$ cat config.mk
export PLATFORM = sky130hd
export DESIGN_NAME = buzzer_alert_ctrl
export DESIGN_NICKNAME = d
export VERILOG_FILES = /design/src/rtl/buzzer_alert_ctrl.sv
export SDC_FILE = /design/constraint.sdc
export NUM_CORES = 1
export LEC_CHECK = 0
export CAP_MARGIN = 0
export CORE_ASPECT_RATIO = 0.75
export CORE_UTILIZATION = 40
export DETAILED_ROUTE_END_ITERATION = 10
export PLACE_DENSITY = 0.61
export RECOVER_POWER = 50
export SLEW_MARGIN = 10
export SYNTH_ARGS = -nofsm -noshare
export SYNTH_HDL_FRONTEND = slang
export SYNTH_SLANG_ARGS = --single-unit
export TNS_END_PERCENT = 30
$ cat constraint.sdc
create_clock -name clk -period 7.3 [get_ports clk]
set_input_delay 0.73 -clock clk [delete_from_list [all_inputs] [get_ports clk]]
set_output_delay 0.73 -clock clk [all_outputs]
set_load 0.01 [all_outputs]
$ cat src/rtl/buzzer_alert_ctrl.sv
// Buzzer alert sequencer: latches beep requests from NUM_REQ sources, grants them by
// fixed priority (bit 0 highest) and plays each as a counted burst of timed beeps.
module buzzer_alert_ctrl #(
    parameter int  CLOCK_FREQ = 100_000_000,
    parameter int  NUM_REQ    = 4,
    parameter int  ON_MS      = 100,
    parameter int  OFF_MS     = 100,
    localparam int ID_W       = (NUM_REQ > 1) ? $clog2(NUM_REQ) : 1
) (
    input  logic                   clk,
    input  logic                   reset,
    input  logic [NUM_REQ-1:0]     req,
    input  logic [4*NUM_REQ-1:0]   req_beeps,
    input  logic                   abort,
    output logic                   buzzer_en,
    output logic                   busy,
    output logic [ID_W-1:0]        active_id,
    output logic                   done
);

    localparam int TICKS_PER_MS = CLOCK_FREQ / 1000;
    localparam int ON_TICKS     = ON_MS * TICKS_PER_MS;
    localparam int OFF_TICKS    = OFF_MS * TICKS_PER_MS;
    localparam int MAX_TICKS    = (ON_TICKS > OFF_TICKS) ? ON_TICKS : OFF_TICKS;
    localparam int CNT_W        = $clog2(MAX_TICKS + 1);

    // The counter runs load..0, so loading length-1 gives a phase of exactly length cycles.
    localparam logic [CNT_W-1:0] ON_LOAD  = CNT_W'(ON_TICKS - 1);
    localparam logic [CNT_W-1:0] OFF_LOAD = CNT_W'(OFF_TICKS - 1);

    typedef enum logic [1:0] {
        S_IDLE = 2'd0,
        S_ON   = 2'd1,
        S_OFF  = 2'd2
    } state_t;

    state_t             state_reg, state_next;
    logic [CNT_W-1:0]   phase_cnt_reg, phase_cnt_next;
    logic [3:0]         remaining_reg, remaining_next;
    logic [ID_W-1:0]    active_id_reg, active_id_next;
    logic               done_reg, done_next;
    logic               buzzer_en_reg;
    logic               busy_reg;

    logic [NUM_REQ-1:0] pending_reg, pending_next;
    logic [3:0]         count_reg  [NUM_REQ];
    logic [3:0]         count_next [NUM_REQ];

    logic               grant_valid;
    logic [ID_W-1:0]    grant_idx;
    logic               grant_take;

    // Fixed-priority encoder: scanning downward leaves the lowest set index.
    always_comb begin
        grant_idx = '0;
        for (int i = NUM_REQ - 1; i >= 0; i--) begin
            if (pending_reg[i]) begin
                grant_idx = ID_W'(i);
            end
        end
    end

    assign grant_valid = |pending_reg;

    // Per-source pending latch. A new request wins over the grant clear so the
    // active source can queue a replay of itself; abort drops everything.
    generate
        for (genvar gi = 0; gi < NUM_REQ; gi++) begin : g_src
            logic [3:0] beeps_i;
            logic       load_i;
            logic       clear_i;

            assign beeps_i = req_beeps[4*gi +: 4];
            assign load_i  = req[gi] && (beeps_i != 4'd0) && !abort;
            assign clear_i = grant_take && (grant_idx == ID_W'(gi));

            assign pending_next[gi] = abort   ? 1'b0 :
                                      load_i  ? 1'b1 :
                                      clear_i ? 1'b0 : pending_reg[gi];
            assign count_next[gi]   = load_i ? beeps_i : count_reg[gi];
        end
    endgenerate

    always_comb begin
        state_next     = state_reg;
        phase_cnt_next = phase_cnt_reg;
        remaining_next = remaining_reg;
        active_id_next = active_id_reg;
        done_next      = 1'b0;
        grant_take     = 1'b0;

        case (state_reg)
            S_IDLE: begin
                active_id_next = '0;
                if (grant_valid) begin
                    state_next     = S_ON;
                    phase_cnt_next = ON_LOAD;
                    remaining_next = count_reg[grant_idx];
                    active_id_next = grant_idx;
                    grant_take     = 1'b1;
                end
            end
            S_ON: begin
                if (phase_cnt_reg == '0) begin
                    state_next     = S_OFF;
                    phase_cnt_next = OFF_LOAD;
                    remaining_next = remaining_reg - 4'd1;
                end else begin
                    phase_cnt_next = phase_cnt_reg - 1'b1;
                end
            end
            S_OFF: begin
                if (phase_cnt_reg == '0) begin
                    if (remaining_reg != 4'd0) begin
                        state_next     = S_ON;
                        phase_cnt_next = ON_LOAD;
                    end else begin
                        state_next     = S_IDLE;
                        active_id_next = '0;
                        done_next      = 1'b1;
                    end
                end else begin
                    phase_cnt_next = phase_cnt_reg - 1'b1;
                end
            end
            default: begin
                state_next     = S_IDLE;
                active_id_next = '0;
            end
        endcase

        // Abort silences immediately and never reports completion.
        if (abort) begin
            state_next     = S_IDLE;
            phase_cnt_next = '0;
            remaining_next = '0;
            active_id_next = '0;
            done_next      = 1'b0;
            grant_take     = 1'b0;
        end
    end

    always_ff @(posedge clk) begin
        if (reset) begin
            state_reg     <= S_IDLE;
            phase_cnt_reg <= '0;
            remaining_reg <= '0;
            active_id_reg <= '0;
            done_reg      <= 1'b0;
            buzzer_en_reg <= 1'b0;
            busy_reg      <= 1'b0;
            pending_reg   <= '0;
        end else begin
            state_reg     <= state_next;
            phase_cnt_reg <= phase_cnt_next;
            remaining_reg <= remaining_next;
            active_id_reg <= active_id_next;
            done_reg      <= done_next;
            buzzer_en_reg <= (state_next == S_ON);
            busy_reg      <= (state_next != S_IDLE);
            pending_reg   <= pending_next;
        end
    end

    always_ff @(posedge clk) begin
        for (int i = 0; i < NUM_REQ; i++) begin
            if (reset) begin
                count_reg[i] <= 4'd0;
            end else begin
                count_reg[i] <= count_next[i];
            end
        end
    end

    assign buzzer_en = buzzer_en_reg;
    assign busy      = busy_reg;
    assign active_id = active_id_reg;
    assign done      = done_reg;

endmodule

**Word-level counts from Yosys, hierarchy flattened**

Memories as Yosys holds them, arrays and structs flattened.
Index checks and enable logic that the tools add are counted.

- Bits in registers: 39
- Bits in latches: 0
- Bits in writable memories: 16
- ROM bits: 0
- Output and inout bits: 5
- Memories: 1

Memory list:

| name | depth | width | read ports | clocked after memory_dff | wr ports | line | RTL |
|---|---|---|---|---|---|---|---|
| count_reg | 4 | 4 | 1 | 0 | 4 | 46 | `logic [3:0] count_reg [NUM_REQ];` |

- Add/sub/neg operators: 2
- Multipliers: 0
- Divide/modulo/power cells: 0
- Order comparisons: 0
- Equality and inequality tests: 15
- Shift-type cells: 0
- Muxes and demuxes: 45
- Bitwise gates (word level): 7
- Reductions and logical operators: 38

Operator list:

| cell | number |
|---|---|
| 2-to-1 mux 24 bit | 4 |
| case mux 24 bit (3 select lines) | 1 |
| 2-to-1 mux 4 bit | 10 |
| logical NOT 24 bit | 1 |
| subtractor 24 x 1 -> 24 bit (second input constant) | 1 |
| 2-to-1 mux 2 bit | 11 |
| nonzero test 4 bit | 5 |
| 2-to-1 mux 1 bit | 16 |
| logical AND 1 bit | 12 |
| case mux 2 bit (3 select lines) | 2 |
| nonzero test 2 bit | 6 |
| AND reduction 3 bit | 3 |
| != test 2 bit (second input constant) | 4 |
| case mux 4 bit (2 select lines) | 1 |
| AND reduction 2 bit | 4 |
| OR reduction 4 bit | 2 |
| equality test 2 x 1 -> 1 bit (second input constant) | 3 |
| equality test 2 bit (second input constant) | 3 |
| logical NOT 2 bit | 2 |
| != test 1 bit (second input constant) | 4 |
| OR 1 bit | 4 |
| subtractor 4 x 1 -> 4 bit (second input constant) | 1 |
| != test 3 bit (second input constant) | 1 |
| NOT 1 bit | 3 |
| other kinds (3) | 3 |

**Logic depth before layout (Yosys ltp)**

- Word-level depth: 8
- Mapped depth: 10
- Gate-level depth less buffers: 7

**Worst setup path before layout**

No wires, ideal clock.

- Path kind: reg2reg
- Start: reg phase_cnt_reg[0]
- End: reg active_id_reg[1], in the netlist active_id[1]
- Library setup time: 0.070 ns
- Data arrival time: 2.577 ns
- Required time: 7.230 ns
- Setup slack: 4.652 ns
- Cell stages (with the launch flop): 9
- Buffers on the path: 1
- Clock period less this slack: 2.648 ns
- Cell sequence: dfxtp_1 > inv_1 > ha_1 > or4b_2 > or4_4 > buf_6 > o31a_1 > or4_1 > a21oi_1

- Word-level cells in the longest chain between the ends: 3

Ends and longest elaborated chain:

| element | line | RTL |
|---|---|---|
| start: declaration | 38 | `logic [CNT_W-1:0] phase_cnt_reg, phase_cnt_next;` |
| start signal: assignment | 155 | `phase_cnt_reg <= phase_cnt_next;` |
| logical NOT 24 bit | 113 | `if (phase_cnt_reg == '0) begin` |
| != test 2 bit (no source line) | n/a |  |
| AND reduction 3 bit (no source line) | n/a |  |
| end signal: assignment | 157 | `active_id_reg <= active_id_next;` |
| end: declaration | 40 | `logic [ID_W-1:0] active_id_reg, active_id_next;` |

Every way passes these cells.
A chain may end at the register's enable or synchronous reset.

**Final worst setup path**

- Start: reg phase_cnt_reg[0]
- End: reg phase_cnt_reg[22]

- Word-level cells in the longest chain between the ends: 3

Ends and longest elaborated chain:

| element | line |
|---|---|
| subtractor 24 x 1 -> 24 bit or logical NOT 24 bit (tied branches) | n/a |
| 2-to-1 mux 24 bit, or another cell as far along | 113 |
| case mux 24 bit (3 select lines) or AND reduction 3 bit (tied branches) | n/a |

Several ways; a longest one is shown, not always the timed one.

==> run summary <==
Worst Setup Start Kind - flop
Cell Area, Synth - 2930 µm²
Sw power - 236.1 µW
Hold_buf cts - 0
Critical Path RT - 7.54 ns
Final Util - 47.88%
Top sig layer - met4
Detailed-router iteration count before antenna repair - 5
Worst skew pair latency - 0.31 ns
Clock Power Share - 25.7%
P_leak - 0.001230 µW
CTS tree - yes
DR WL met2 - 2695 µm
Routed len/inst - 15.97 µm
Deepest clock path buffer count - 2
Yosys top cell by area - dfxtp_1
Power per standard cell area - 212.8 nW/µm²
Core Area - 6962 µm²
Met1 WL - 3763 µm
Antenna cells - 0
Vias in the first global route - 2,304
Die Y-Extent - 76.13 µm
Root Driver - clkbuf_8
GP Congestion - 0.8170
# Post-CTS Setup Buffers - 0
Sequential share of the synthesized area - 43.04%
Critical Path AT - 3.34 ns
Vias/cell - 6.048
Total I/O pin count - 28
Largest net degree at the start of global routing - 28
I/O Buffers - 27
Reg clk slew, reported paths - 0.11 ns
Antenna violations before repair - 0
Post-synth top cells - 39 x dfxtp_1, 28 x a21oi_1, 18 x and3_1
Initial drt markers - 219
Synth warnings - 0
Fmax - 322.2 MHz
Final setup fails - 0
Sink Count - 55
Yosys reg bits - 55
Final worst-path cycle share - 42.52%
Syn nets - 350
Count leader, synth - dfxtp_1
Hold_sp - phase_cnt_reg[5]
Worst-Margin Slew - 1.640 ns
Hold Path End - phase_cnt_reg[5]
Routed Antenna Nets - 0
Fin. max-slew vios - 28
Yosys cell types - 58
Crit path from - phase_cnt_reg[0]
GRT Residual Overflow - 0
Ys async rst share - 0%
Top cells by area, synth - dfxtp_1 27%, edfxtp_1 16%, a21oi_1 4.8%
Worst R2R Start - phase_cnt_reg[0]
EDFF count, synth - 16
Rows - 26
Die Wd - 100.8 µm
Violated checks - max-capacitance violations, max-slew violations
CTS Buf Count - 5
Dpl hpwl - 5057 µm
Crit path time final - 3.104 ns
Hold crit path type - reg2reg
Mean post-synth cell area - 9.157 µm²
Gate Count Post-Synth - 320
Commonest register cell after synthesis - dfxtp_1
Met3 wire len - 436 µm
Synth top area share - 26.64%
Flop pwr share - 49.5%
H-Tree Depth - 2
Comb pwr share - 24.8%
Overall power - 709.2 µW
GRT Overall Usage - 18.68%
Sw Ratio - 33.30%
Max Clock Skew - 0.01004 ns
Crit path capture type - flop
WHS Path Cells - 2
Peak supply drop - 0.0001242 V
Outcome - finished with violations
Die area - 7676 µm²
Syn-to-layout area delta - 13.75%
Internal power - 473.1 µW
Starting Density - 42.09%
Setup CP Type - reg2reg
Vias - 2,637
Placed insts - 428
Total negative slack - 0 ns
First-pass GRT wire length - 11,450 µm
Max-cap violations - 1
Critical-path maximum fanout - 20
RSZ-0062 raised after global routing - no
Slew HR - -9.350%
Layout cells sized above 1 - 6.509%
Nets - 367
FF-to-FF setup slack - 4.20 ns
Routed Wire Length - 6963 µm
Worst reg2reg path depth - 7
Final hold vios - 0
Max reg flops - 24
DRC - 0
Fillers - 681
Reg2reg end - phase_cnt_reg[22]
Post-CTS Resized - 0
Fin cells - 436
Worst hold slack - 0.4798 ns
==> cell usage in the layout (no fill, tap or decap), drive strengths merged, types with 4 or more instances in the layout <==
cell | Yosys | final
nor2 | 12 | 12
nor3 | 15 | 15
nand2 | 16 | 16
o211ai | 5 | 5
a31o | 5 | 5
or4 | 11 | 11
dlygate4sd3 | 0 | 10
o21a | 8 | 8
a21o | 4 | 4
dfxtp | 39 | 39
o21bai | 4 | 4
ha | 7 | 7
and3 | 18 | 18
o41ai | 7 | 7
clkdlybuf4s50 | 0 | 17
nand3 | 4 | 4
o31ai | 7 | 7
or2 | 4 | 4
edfxtp | 16 | 16
nor4 | 8 | 8
a31oi | 10 | 10
o21ai | 16 | 16
clkbuf | 12 | 6
inv | 16 | 19
a21oi | 28 | 28
==> power groups by stage <==
stage	combinational, µW	sequential (µW)	clock, µW
after floorplan	132	351	0
after global placement	171	358	0
after detailed placement	173	358	0
after CTS	174	351	187
after global routing	195	354	197
final	176	351	182
==> logic make-up (layout without fill, tap and decap cells) <==
family / Yosys count / count (layout) / synth area share (%)
simple gates: 105 / 105 / 20.97
mux: 1 / 1 / 0.3416
xor+xnor: 2 / 2 / 0.5979
fa+ha+maj: 7 / 7 / 2.989
buf+inv: 34 / 52 / 5.209
flops: 55 / 55 / 43.04
compound gates: 116 / 116 / 26.86
==> metal layers <==
metal / global-route usage [%] / vias to the layer above
li1: - / 1280
met2: 25.21 / 106
met5: 0 / -
met4: 3.623 / 0
met1: 30.27 / 1244
met3: 3.394 / 7
==> final cells by class <==
| type | instances | area (µm²) | share of cell area [%] |
|---|---|---|---|
| clock buffer | 5 | 68.82 | 2.065 |
| clock inverter | 3 | 26.28 | 0.7883 |
| inverter | 16 | 60.06 | 1.802 |
| multi-input combinational | 231 | 1520 | 45.61 |
| sequential | 55 | 1261 | 37.84 |
| tap | 98 | 122.6 | 3.679 |
| timing repair buffer | 28 | 274.0 | 8.221 |
==> worst max path at each step <==
stage	end	slack [ns]	depth (start not counted)
2_1_floorplan	active_id[1]	4.65	8
3_3_place_gp	phase_cnt_reg[18]	3.87	7
3_5_place_dp	phase_cnt_reg[22]	3.73	7
4_1_cts	phase_cnt_reg[22]	3.71	7
5_1_grt	phase_cnt_reg[22]	4.02	7
6_report	phase_cnt_reg[22]	4.20	7
==> through the flow <==
stage | setup WS (ns) | cell area (µm²)
finish | 4.196 | 3333
global route | 4.024 | 3333
CTS | 3.706 | 3333
detailed placement | 3.728 | 3238
global placement | 3.873 | 3238
floorplan | 4.652 | 2930
==> worst max-delay path: stages, from the launching register on <==
cell and delay (ns):
dfxtp_1 0.36, inv_1 0.09, ha_1 0.14, or4b_2 0.62
or4_4 0.51, o21ai_2 0.64, o21ai_1 0.43, a21oi_1 0.24
(Power assumes the default switching activity.)
